## src/rtl/dmc_decode_seq.sv

```systemverilog
// dmc_decode_seq: frame sequencer for one DMC decode lane (enable, clk_or_data, line reset).
// Optional no-pop watchdog is built when DMC_SEQ_WATCHDOG_EN is defined.
module dmc_decode_seq #(
  parameter int CNT_W         = 10,
  parameter int TMO_W         = 16,
  parameter int RST_PULSE_CYC = 4
) (
  input  logic             clk_i,
  input  logic             reset,
  input  logic             start,
  input  logic             abort,
  input  logic [CNT_W-1:0] cfg_sync_pops,
  input  logic [CNT_W-1:0] cfg_data_pops,
  input  logic [TMO_W-1:0] cfg_timeout,
  input  logic             dec_pop_en,
  input  logic             dec_early_done,
  output logic             dec_enable,
  output logic             dec_clk_or_data,
  output logic             dec_line_rst_n,
  output logic             busy,
  output logic             frame_done,
  output logic             frame_err,
  output logic [2:0]       err_code,
  output logic [CNT_W-1:0] pop_count
);
  // state   | meaning
  // S_IDLE  | decoder disabled, waiting for start
  // S_ARM   | line reset pulse before enabling the decoder
  // S_ACQ   | decoder enabled, waiting for the first (uncounted) pop
  // S_SYNC  | counting sync-field pops
  // S_DATA  | counting data-field pops, clk_or_data low
  // S_FLUSH | waiting for early_receive_done
  // S_DONE  | frame_done pulse, back to idle
  // S_ERR   | frame_err pulse plus line reset pulse, back to idle
  typedef enum logic [2:0] {
    S_IDLE, S_ARM, S_ACQ, S_SYNC, S_DATA, S_FLUSH, S_DONE, S_ERR
  } state_e;

  localparam int            PW       = (RST_PULSE_CYC > 1) ? $clog2(RST_PULSE_CYC) : 1;
  localparam logic [PW-1:0] PULSE_LD = PW'(RST_PULSE_CYC - 1);

  state_e           state_q;
  logic [PW-1:0]    pulse_q;
  logic             dec_enable_q, dec_clk_or_data_q, dec_line_rst_n_q;
  logic             busy_q, frame_done_q, frame_err_q;
  logic [2:0]       err_code_q;
  logic [CNT_W-1:0] pop_count_q;
  logic [CNT_W-1:0] pop_inc;
  logic             live;
  logic             tmo_hit;
  logic             err_go;
  logic [2:0]       err_val;

  assign pop_inc = pop_count_q + 1'b1;
  assign live    = state_q inside {S_ARM, S_ACQ, S_SYNC, S_DATA, S_FLUSH};

`ifdef DMC_SEQ_WATCHDOG_EN
  logic [TMO_W-1:0] wdog_q;
  logic             wd_run;

  assign wd_run  = state_q inside {S_ACQ, S_SYNC, S_DATA, S_FLUSH};
  assign tmo_hit = wd_run && (cfg_timeout != '0) && (wdog_q + 1'b1 == cfg_timeout);

  // Cleared on every pop and on every exit from the watched states.
  always_ff @(posedge clk_i or posedge reset) begin
    if (reset) begin
      wdog_q <= '0;
    end else if (!wd_run || err_go || dec_pop_en || (cfg_timeout == '0) ||
                 (state_q == S_FLUSH && dec_early_done)) begin
      wdog_q <= '0;
    end else begin
      wdog_q <= wdog_q + 1'b1;
    end
  end
`else
  logic unused_tmo;
  assign unused_tmo = ^cfg_timeout;
  assign tmo_hit    = 1'b0;
`endif

  // Error priority: abort, then early done in a counted phase, then timeout (a pop saves it).
  always_comb begin
    err_go  = 1'b0;
    err_val = 3'd0;
    if (live) begin
      if (abort) begin
        err_go  = 1'b1;
        err_val = 3'd4;
      end else if ((state_q == S_SYNC || state_q == S_DATA) && dec_early_done) begin
        err_go  = 1'b1;
        err_val = 3'd3;
      end else if (tmo_hit && !dec_pop_en && !(state_q == S_FLUSH && dec_early_done)) begin
        err_go  = 1'b1;
        err_val = (state_q == S_ACQ) ? 3'd1 : 3'd2;
      end
    end
  end

  always_ff @(posedge clk_i or posedge reset) begin
    if (reset) begin
      state_q           <= S_IDLE;
      pulse_q           <= '0;
      dec_enable_q      <= 1'b0;
      dec_clk_or_data_q <= 1'b1;
      dec_line_rst_n_q  <= 1'b1;
      busy_q            <= 1'b0;
      frame_done_q      <= 1'b0;
      frame_err_q       <= 1'b0;
      err_code_q        <= '0;
      pop_count_q       <= '0;
    end else begin
      frame_done_q <= 1'b0;
      frame_err_q  <= 1'b0;
      if (err_go) begin
        state_q           <= S_ERR;
        err_code_q        <= err_val;
        frame_err_q       <= 1'b1;
        dec_enable_q      <= 1'b0;
        dec_clk_or_data_q <= 1'b1;
        dec_line_rst_n_q  <= 1'b0;
        pulse_q           <= PULSE_LD;
        pop_count_q       <= '0;
      end else begin
        case (state_q)
          S_IDLE: if (start) begin
            state_q          <= S_ARM;
            busy_q           <= 1'b1;
            dec_line_rst_n_q <= 1'b0;
            pulse_q          <= PULSE_LD;
            err_code_q       <= '0;
          end
          S_ARM: if (pulse_q == '0) begin
            state_q          <= S_ACQ;
            dec_line_rst_n_q <= 1'b1;
            dec_enable_q     <= 1'b1;
          end else begin
            pulse_q <= pulse_q - 1'b1;
          end
          S_ACQ: if (dec_pop_en) begin
            if (cfg_sync_pops != '0) begin
              state_q <= S_SYNC;
            end else if (cfg_data_pops != '0) begin
              state_q           <= S_DATA;
              dec_clk_or_data_q <= 1'b0;
            end else begin
              state_q <= S_FLUSH;
            end
          end
          S_SYNC: if (dec_pop_en) begin
            if (pop_inc == cfg_sync_pops) begin
              pop_count_q <= '0;
              if (cfg_data_pops != '0) begin
                state_q           <= S_DATA;
                dec_clk_or_data_q <= 1'b0;
              end else begin
                state_q <= S_FLUSH;
              end
            end else begin
              pop_count_q <= pop_inc;
            end
          end
          S_DATA: if (dec_pop_en) begin
            if (pop_inc == cfg_data_pops) begin
              state_q           <= S_FLUSH;
              dec_clk_or_data_q <= 1'b1;
              pop_count_q       <= '0;
            end else begin
              pop_count_q <= pop_inc;
            end
          end
          S_FLUSH: if (dec_early_done) begin
            state_q      <= S_DONE;
            dec_enable_q <= 1'b0;
            frame_done_q <= 1'b1;
          end
          S_DONE: begin
            state_q <= S_IDLE;
            busy_q  <= 1'b0;
          end
          S_ERR: if (pulse_q == '0) begin
            state_q          <= S_IDLE;
            busy_q           <= 1'b0;
            dec_line_rst_n_q <= 1'b1;
          end else begin
            pulse_q <= pulse_q - 1'b1;
          end
          default: state_q <= S_IDLE;
        endcase
      end
    end
  end

  assign dec_enable      = dec_enable_q;
  assign dec_clk_or_data = dec_clk_or_data_q;
  assign dec_line_rst_n  = dec_line_rst_n_q;
  assign busy            = busy_q;
  assign frame_done      = frame_done_q;
  assign frame_err       = frame_err_q;
  assign err_code        = err_code_q;
  assign pop_count       = pop_count_q;

endmodule

```

## config.mk

```make
export PLATFORM = sky130hd
export DESIGN_NAME = dmc_decode_seq
export DESIGN_NICKNAME = d
export VERILOG_FILES = /design/src/rtl/dmc_decode_seq.sv
export SDC_FILE = /design/constraint.sdc
export NUM_CORES = 1
export LEC_CHECK = 0
export CAP_MARGIN = 30
export CORE_MARGIN = 2
export CORE_UTILIZATION = 35
export DETAILED_ROUTE_END_ITERATION = 10
export PLACE_DENSITY = 0.64
export SYNTH_ARGS = -nofsm -noshare
export SYNTH_HDL_FRONTEND = slang
export SYNTH_SLANG_ARGS = --single-unit
```

## constraint.sdc

```tcl
create_clock -name clk_i -period 3.85 [get_ports clk_i]
set_input_delay 0.385 -clock clk_i [delete_from_list [all_inputs] [get_ports clk_i]]
set_output_delay 0.385 -clock clk_i [all_outputs]
set_load 0.03 [all_outputs]
```

After elaboration in Yosys (flattened, before gate mapping)
Index checks and enable logic that the tools add are counted.
- logic and storage cells: 114
- bits in registers: 24
- output and inout bits: 19
- bits of input ports: 42
- bitwise operators: 1
- add/sub/neg operators: 2
- eq/ne operators: 23
- reductions and logical operators: 23
- muxes and demuxes: 55
- operators by type and width (cell ; number):
    $mux W10 ; 5
    $mux W3 ; 16
    $ne A3 B3 Y1 const B ; 8
    $pmux W3 S8 ; 1
    $mux W1 ; 23
    $eq A10 B10 Y1 ; 2
    $pmux W10 S2 ; 1
    $reduce_bool A10 Y1 ; 2
    $eq A3 B3 Y1 const B ; 4
    $reduce_and A3 Y1 ; 4
    $reduce_bool A3 Y1 ; 4
    $add A10 B1 Y10 const B ; 1
    $ne A3 B2 Y1 const B ; 3
    $reduce_and A9 Y1 ; 1
    $mux W2 ; 4
    $reduce_and A7 Y1 ; 1
    $eq A3 B2 Y1 const B ; 2
    $pmux W1 S3 ; 2
    $reduce_bool A5 Y1 ; 1
    $ne A2 B2 Y1 const B ; 2
    $pmux W1 S2 ; 2
    $pmux W2 S2 ; 1
    $reduce_and A4 Y1 ; 1
    $reduce_bool A2 Y1 ; 2
    11 further kinds ; 11

Depth between registers and ports, before layout
Gate-level depths: netlist (run 1).
- word-level depth: 8
- depth in mapped cells: 10
- gate-level depth less buffers: 9

Worst setup path before layout (run 1)
No wires, ideal clock.
- path type: register -> register
- from: reg pop_count_q[0] (netlist: pop_count[0])
- to: reg pop_count_q[2] (netlist: pop_count[2])
- required time: 3.732 ns
- clock period less this slack: 2.972 ns
- library setup time: 0.118 ns
- stages on the path, launching flop included: 10
- buffers on the path: 0
- setup slack: 0.878 ns
- arrival: 2.854 ns
- cells stage by stage: dfrtp_1 ha_1 nand3_1 a21boi_1 or4_1 or4_1 nor4_2 a211o_2 o21bai_1 a21o_1
- longest elaborated chain between the ends: 6
- elaborated cells on any way between the ends: 9
- classes of those cells: add/sub (1); eq/ne (2); mux (6)
- ends and longest elaborated chain (what ; RTL line ; RTL):
    from (decl) ; 47 ; logic [CNT_W-1:0] pop_count_q;
    from (signal assigned) ; 159 ; pop_count_q <= pop_inc;
    from (signal assigned) ; 168 ; pop_count_q <= pop_inc;
    $add A10 B1 Y10 * ; 54 ; assign pop_inc = pop_count_q + 1'b1;
    $eq A10 B10 Y1, on equally long branches ; 163, 150 ;
    $mux W10, on equally long branches ; 163, 150 ;
    $mux W10, on equally long branches ; 162, 149 ;
    $pmux W10 S2 * ; 124 ; case (state_q)
    $mux W10 * ; 114 ; if (err_go) begin
Every way passes the cells marked *; elsewhere a longest branch is shown, timed or not. The select of a mux whose other input is x is not followed.
A chain may end at the register's enable or synchronous reset.

Worst setup path after layout (run 1)
- from: reg pop_count_q[0] (netlist: pop_count[0])
- to: reg pop_count_q[5] (netlist: pop_count[5])
Same word-level chain as after synthesis.

==> metrics.txt, run 1 <==
outcome=finished clean; Slowest-stage cell, CP=or4_1; Initial Utilization=36.70%; dominant synthesized flop cell=dfrtp_1; GRT met1 Usage=30.73%; PD cells=497.8 nW/µm²; grt ovf=0; GRT Util Overall=19.74%; hold bufs inserted after CTS=0; Critical Setup Path Class=flip-flop to flip-flop; Worst VDD drop=0.0002501 V; worst-margin pin slew=937.0 ps; initial detailed-routing violation count=182; total negative slack=0 ps; number of vias per cell=5.696; final slew viol count=0; synth warn=0; Final Core Density=46.08%; Hold Crit Start=busy; Post-Route WL=5951 µm; Critical Path AT=3440 ps; largest family of logic cells by synthesized area=simple AND/OR/NAND/NOR gates; xor/xnor share of the synthesized area=10.70%; Residual DRC=0; CTS max path bufs=2; simple-gate share of the synthesized area=29.11%; Clock transition at path regs=100 ps; Worst Hold Class=flip-flop to flip-flop; mux cell area share after synthesis=2.569%; number of port buffers=44; r2r startpoint=pop_count[0]; Vias=2,119; DRT antenna net count=0; worst reg2reg endpoint=pop_count[5]; Synth-to-Final Area Change=25.57%; R2R depth=10; Worst path top cell family by delay=simple AND/OR/NAND/NOR gates; Die H=80.45 µm; CTS tree=done; Setup-failing EPs final=0; CTS buffer count=3; DP Worst Slack=584.2 ps; Cell Rows=27; Mean Syn Cell Area=7.720 µm²; global-route wire length before repair=9894 µm; Worst path most repeated cell=or4_1; Hold Fails Final Rpt=0; post-CTS setup buffer count=0; Post-synth EDFFs=0; sequential cell area=578.1 µm²; I/O pin total=61; busiest grt layer=met1; syn nets=309; synthesized cell area=2046 µm²; RD Place Congestion=0.8800; CP Buf/Inv Count=1; met3 Use GR=1.685%; Fillers=561; worst rel slew slack=37.46%; static leakage=1.007 nW; max-cap viol count=0; Final min period=3268 ps; Worst setup EP type=flip-flop; vias in the first global route=1,951; Worst Path Required=4020 ps; Worst Hold Depth=2; commonest non-fill, non-tap cells in the layout=44 x clkdlybuf4s50_1, 28 x nand2_1, 21 x dfrtp_1; HPWL Detailed=4409 µm; final worst setup slack=581.7 ps; sequential element share of the synthesized area=28.26%; largest stage delay on the critical path=560 ps; most common cell after layout, fill and taps aside=clkdlybuf4s50_1; RSZ-0062 raised after global routing=no; Die Wd=80.45 µm; flops & latches, synth=23; Max Clk Rate=306.0 MHz; crit-path cells=ha_1 > nand3_1 > a21boi_1 > or4_1 > or4_1 > nor4_2 > a211oi_1 > buf_2 > a21oi_1 > o21ai_1; Synth Area in Compound Gates=21.96%; routed len/inst=16.00 µm; Post-layout nets=345; largest net degree at the start of global routing=24; initial antenna violation count=0; post-route clock skew=11.95 ps; Tcrit/Tclk final=84.89%; H-tree depth=1; Hold WS=516.3 ps; synthesized instance count=265; cts repair resizes=0; Initial DRT Pass Iterations=4; clock sinks=23; R2R setup slack=580 ps; n_diodes=0; Adder-Cell Fraction of Synth Area=1.223%; CORE AREA=5574 µm²; Root Buffer=clkbuf_8; Synth cell types=51; area of the multi-input gates=1341 µm²; M2 GR Usage=28.33%; Clk Latency, worst-skew pair=270 ps; Post-synth ARST share=100.0%; layout cells sized above 1=4.667%; Worst Path Max Fanout=8; Die Footprint=6472 µm²; Hold Path Sink=busy; Worst setup SP type=flip-flop
-- Yosys cell counts, drive strengths merged (2+ instances only) --
cell	instances	area, µm²
and3	5	31.28
nor2	19	71.32
dfstp	2	52.55
a21oi	18	90.09
a31oi	5	31.28
or4	7	52.55
inv	14	52.55
a211oi	2	15.01
nand2	28	105.1
mux2	2	22.52
ha	2	25.02
xnor2	11	103.9
mux2i	3	30.03
nand2b	7	43.79
buf	8	43.78
o21ai	21	105.1
nand3	9	45.04
o22ai	2	12.51
xnor3	2	45.04
o21bai	2	15.01
clkbuf	8	30.03
a211o	2	18.77
a311oi	2	17.52
xor2	8	70.07
a21boi	2	15.01
nor2b	6	37.54
nand4	2	12.51
a21o	2	15.01
nor4	12	81.33
dfrtp	21	525.5
o32ai	2	17.52
nor3	7	35.03
a32o	2	20.02
or3	4	25.02
o211ai	4	30.03
nor3b	3	22.52
-- sequential cells by signal (all words and copies together) (netlist names) --
signal           flops
pop_count           10
state_q              3
err_code             2
pulse_q              2
busy                 1
dec_clk_or_data      1
dec_enable           1
dec_line_rst_n       1
frame_done           1
frame_err            1
-- logic make-up after synthesis --
family | after synthesis
compound gates | 71
buf+inv | 30
simple gates | 113
mux | 5
xor+xnor | 21
fa+ha+maj | 2
flops | 23
-- layer usage --
| layer | up-vias | share of wire [%] | wire length (µm) |
|---|---|---|---|
| li1 | 1035 | - | - |
| met1 | 992 | 49 | 2922 |
| met2 | 86 | 42 | 2487 |
| met3 | 6 | 7.8 | 465 |
| met4 | 0 | 1.3 | 75 |
| met5 | - | 0 | 0 |
-- final cells by class --
cell class,instances,share of cell area [%]
Clock inverter,1,0.1948
Inverter,14,2.046
Tap cell,72,3.507
Sequential cell,23,22.50
Multi-Input combinational cell,212,52.22
Clock buffer,3,1.607
Timing Repair Buffer,47,17.93
-- tightest hold or removal path, delay by kind of cell (launching register included) --
kind | cells | cell delay (ps)
AOI/OAI and AO/OA | 1 | 60
DFF | 1 | 370
and+or+nand+nor | 1 | 50
-- per-stage QoR --
| step | cells | cell area, µm² | total power, mW |
|---|---|---|---|
| floorplan | 265 | 2046 | 0.8731 |
| CTS | 372 | 2569 | 1.283 |
| global placement | 367 | 2517 | 1.104 |
| global route | 372 | 2569 | 1.385 |
| finish | 372 | 2569 | 1.279 |
| detailed placement | 368 | 2522 | 1.115 |
-- how the worst max path moves through the flow --
stage,startpoint,to,slack [ps],depth (start not counted)
after floorplan,pop_count[0],pop_count[2],880,9
after global placement,cfg_sync_pops[6],pop_count[6],580,9
after detailed placement,cfg_sync_pops[6],pop_count[5],580,10
after CTS,pop_count[0],pop_count[5],610,10
after global routing,pop_count[0],pop_count[5],320,10
final,pop_count[0],pop_count[5],580,10
-- where the power goes --
part | leakage [nW] | total, mW | switching (mW) | internal (mW)
Combinational | 0.692 | 0.724 | 0.423 | 0.301
Clock | 0.0255 | 0.161 | 0.0888 | 0.0725
Sequential | 0.290 | 0.393 | 0.0854 | 0.308
Total | 1.01 | 1.28 | 0.598 | 0.681
No activity file was read; power rests on OpenSTA's default activity.
==> inputs of run 2 (changes only) <==
Clock period 3.85 ns to 3.25 ns, I/O delays scaled along.
==> metrics.txt, run 2 (synthesis gave the netlist of run 1 again) <==
outcome=finished clean; max-cap viol count=0 (unchanged); Die Wd=80.45 µm (unchanged); hold bufs inserted after CTS=0 (unchanged); PD cells=575.0 nW/µm² (+16%); I/O pin total=61 (unchanged); RD Place Congestion=0.8903 (+1.2%); Seq pwr share=29.5% (-1.3 points); power after layout=1.535 mW (+20%); Worst path top cell family by delay=simple AND/OR/NAND/NOR gates; static leakage=1.072 nW (+6.4%); Worst Hold Class=flip-flop to flip-flop; post-CTS setup buffer count=0 (unchanged); initial antenna violation count=0 (unchanged); Worst Path Required=3400 ps (-620 ps); Tcrit/Tclk final=91.74% (+6.9 points); Initial Utilization=36.70% (unchanged); Root Buffer=clkbuf_8; DRT antenna net count=0 (unchanged); Internal=0.8307 mW (+22%); Post-Route WL=5921 µm (-0.50%); Setup-failing EPs final=0 (unchanged); Clock power frac=12.5% (about the same); Synth-to-Final Area Change=30.46%; commonest non-fill, non-tap cells in the layout=44 x clkdlybuf4s50_1, 28 x nand2_1, 21 x dfrtp_1; final slew viol count=0 (unchanged); r2r startpoint=pop_count[1]; CORE AREA=5574 µm² (unchanged); largest net degree at the start of global routing=24 (unchanged); Worst setup SP type=flip-flop; largest stage delay on the critical path=440 ps (-120 ps); Sw Pwr=0.7039 mW (+18%); Worst Path Max Fanout=6 (-2); clock sinks=23 (unchanged); Clk Latency, worst-skew pair=270 ps (about the same); Slowest-stage cell, CP=dfrtp_1; Placed Instances=381 (+3.5%); Clock transition at path regs=100 ps (about the same); routed len/inst=15.38 µm (-3.9%); Post-layout nets=358 (+3.8%); Die H=80.45 µm (unchanged); Hold Fails Final Rpt=0 (unchanged); post-route clock skew=11.81 ps (-0.1377 ps); Initial DRT Pass Iterations=5 (+1); worst rel slew slack=36.29% (-1.2 points); Comb power frac=58.0% (+1.4 points); n_diodes=0 (unchanged); Max Clk Rate=335.4 MHz (+9.6%); Vias=2,178 (+2.8%); Crit. path cell count=10 (unchanged); layout cells sized above 1=8.626% (+4.0 points); Residual DRC=0 (unchanged); Sw Share=45.87% (-0.87 points); R2R depth=10 (unchanged); total negative slack=0 ps (unchanged); grt ovf=0 (unchanged); Worst setup EP type=flip-flop; CTS max path bufs=2 (unchanged); CTS tree=done; Critical Setup Path Class=flip-flop to flip-flop; Final min period=2982 ps (-286.7 ps); Cell Rows=27 (unchanged); max reg flops=10 (unchanged); crit-path cells=ha_1 > nand4_1 > nor2_1 > xnor2_1 > o211ai_1 > nor4_1 > buf_4 > nor2_1 > a21boi_1 > mux2_2; number of port buffers=44 (unchanged); crit path from=pop_count[1]; Worst path most repeated cell=nor2_1; Critical Path AT=3140 ps (-300 ps); Worst VDD drop=0.0002483 V (-0.74%); most common cell after layout, fill and taps aside=clkdlybuf4s50_1; global-route wire length before repair=9694 µm (-2.0%); cts repair resizes=0 (unchanged); Fillers=556 (-0.89%); RSZ-0062 raised after global routing=no; Die Footprint=6472 µm² (unchanged); initial detailed-routing violation count=262 (+44%); GRT Util Overall=19.22% (-0.52 points); crit path capture=state_q[0]; CTS buffer count=3 (unchanged); CP Buf/Inv Count=1 (unchanged); vias in the first global route=1,973 (+1.1%); worst reg2reg endpoint=state_q[0]; Final Instance Count excl. Fillers=385 (+3.5%); worst-margin pin slew=954.6 ps (+17.59 ps); HPWL Detailed=4568 µm (+3.6%); R2R setup slack=270 ps (-310 ps); number of vias per cell=5.657 (-0.69%); H-tree depth=1 (unchanged)
-- run 2: through the flow --
| step | setup WS, ps | hold slack [ps] | area, µm² | util (%) |
|---|---|---|---|---|
| after floorplan | 277.9 | 325.4 | 2046 | - |
| after global placement | 278.7 | 494.5 | 2623 | 47.05 |
| after detailed placement | 252.2 | 499.5 | 2623 | 47.05 |
| after CTS | 268.5 | 520.4 | 2669 | 47.88 |
| after global routing | 44.96 | 536.5 | 2669 | 47.88 |
| final | 268.4 | 511.8 | 2669 | 47.88 |
-- run 2: layout make-up --
| cell class | count | area [µm²] | area share, % |
|---|---|---|---|
| timing repair buffer | 60 | 560.5 | 21.00 |
| sequential | 23 | 578.1 | 21.66 |
| multi-input combinational | 212 | 1341 | 50.26 |
| inverter | 14 | 52.55 | 1.969 |
| tap | 72 | 90.09 | 3.376 |
| clock inverter | 1 | 5.005 | 0.1875 |
| clock buffer | 3 | 41.29 | 1.547 |
-- run 2: power groups by stage --
stage / registers [mW] / clock network [mW] / logic, mW
4_1_cts: 0.454 / 0.197 / 0.890
3_3_place_gp: 0.459 / 0 / 0.880
2_1_floorplan: 0.506 / 0 / 0.529
5_1_grt: 0.467 / 0.210 / 0.985
3_5_place_dp: 0.460 / 0 / 0.886
6_report: 0.453 / 0.192 / 0.890
-- run 2: metal layers --
metal  routed length [µm]  GRT usage (%)
met1                 2866          29.26
met4                  104          5.932
met5                    0              0
met3                  505          2.809
met2                 2444          27.67
-- run 2: worst min-delay path by stage --
stage                      startpoint  cells after the start     endpoint  slack (ps)
after detailed placement  err_code[2]                      1  err_code[2]         500
final                     err_code[2]                      1  err_code[2]         510
after global placement     pulse_q[1]                      2   pulse_q[1]         490
after global routing      err_code[2]                      1  err_code[2]         540
after CTS                 err_code[2]                      1  err_code[2]         520
after floorplan                 reset                      1         busy         330
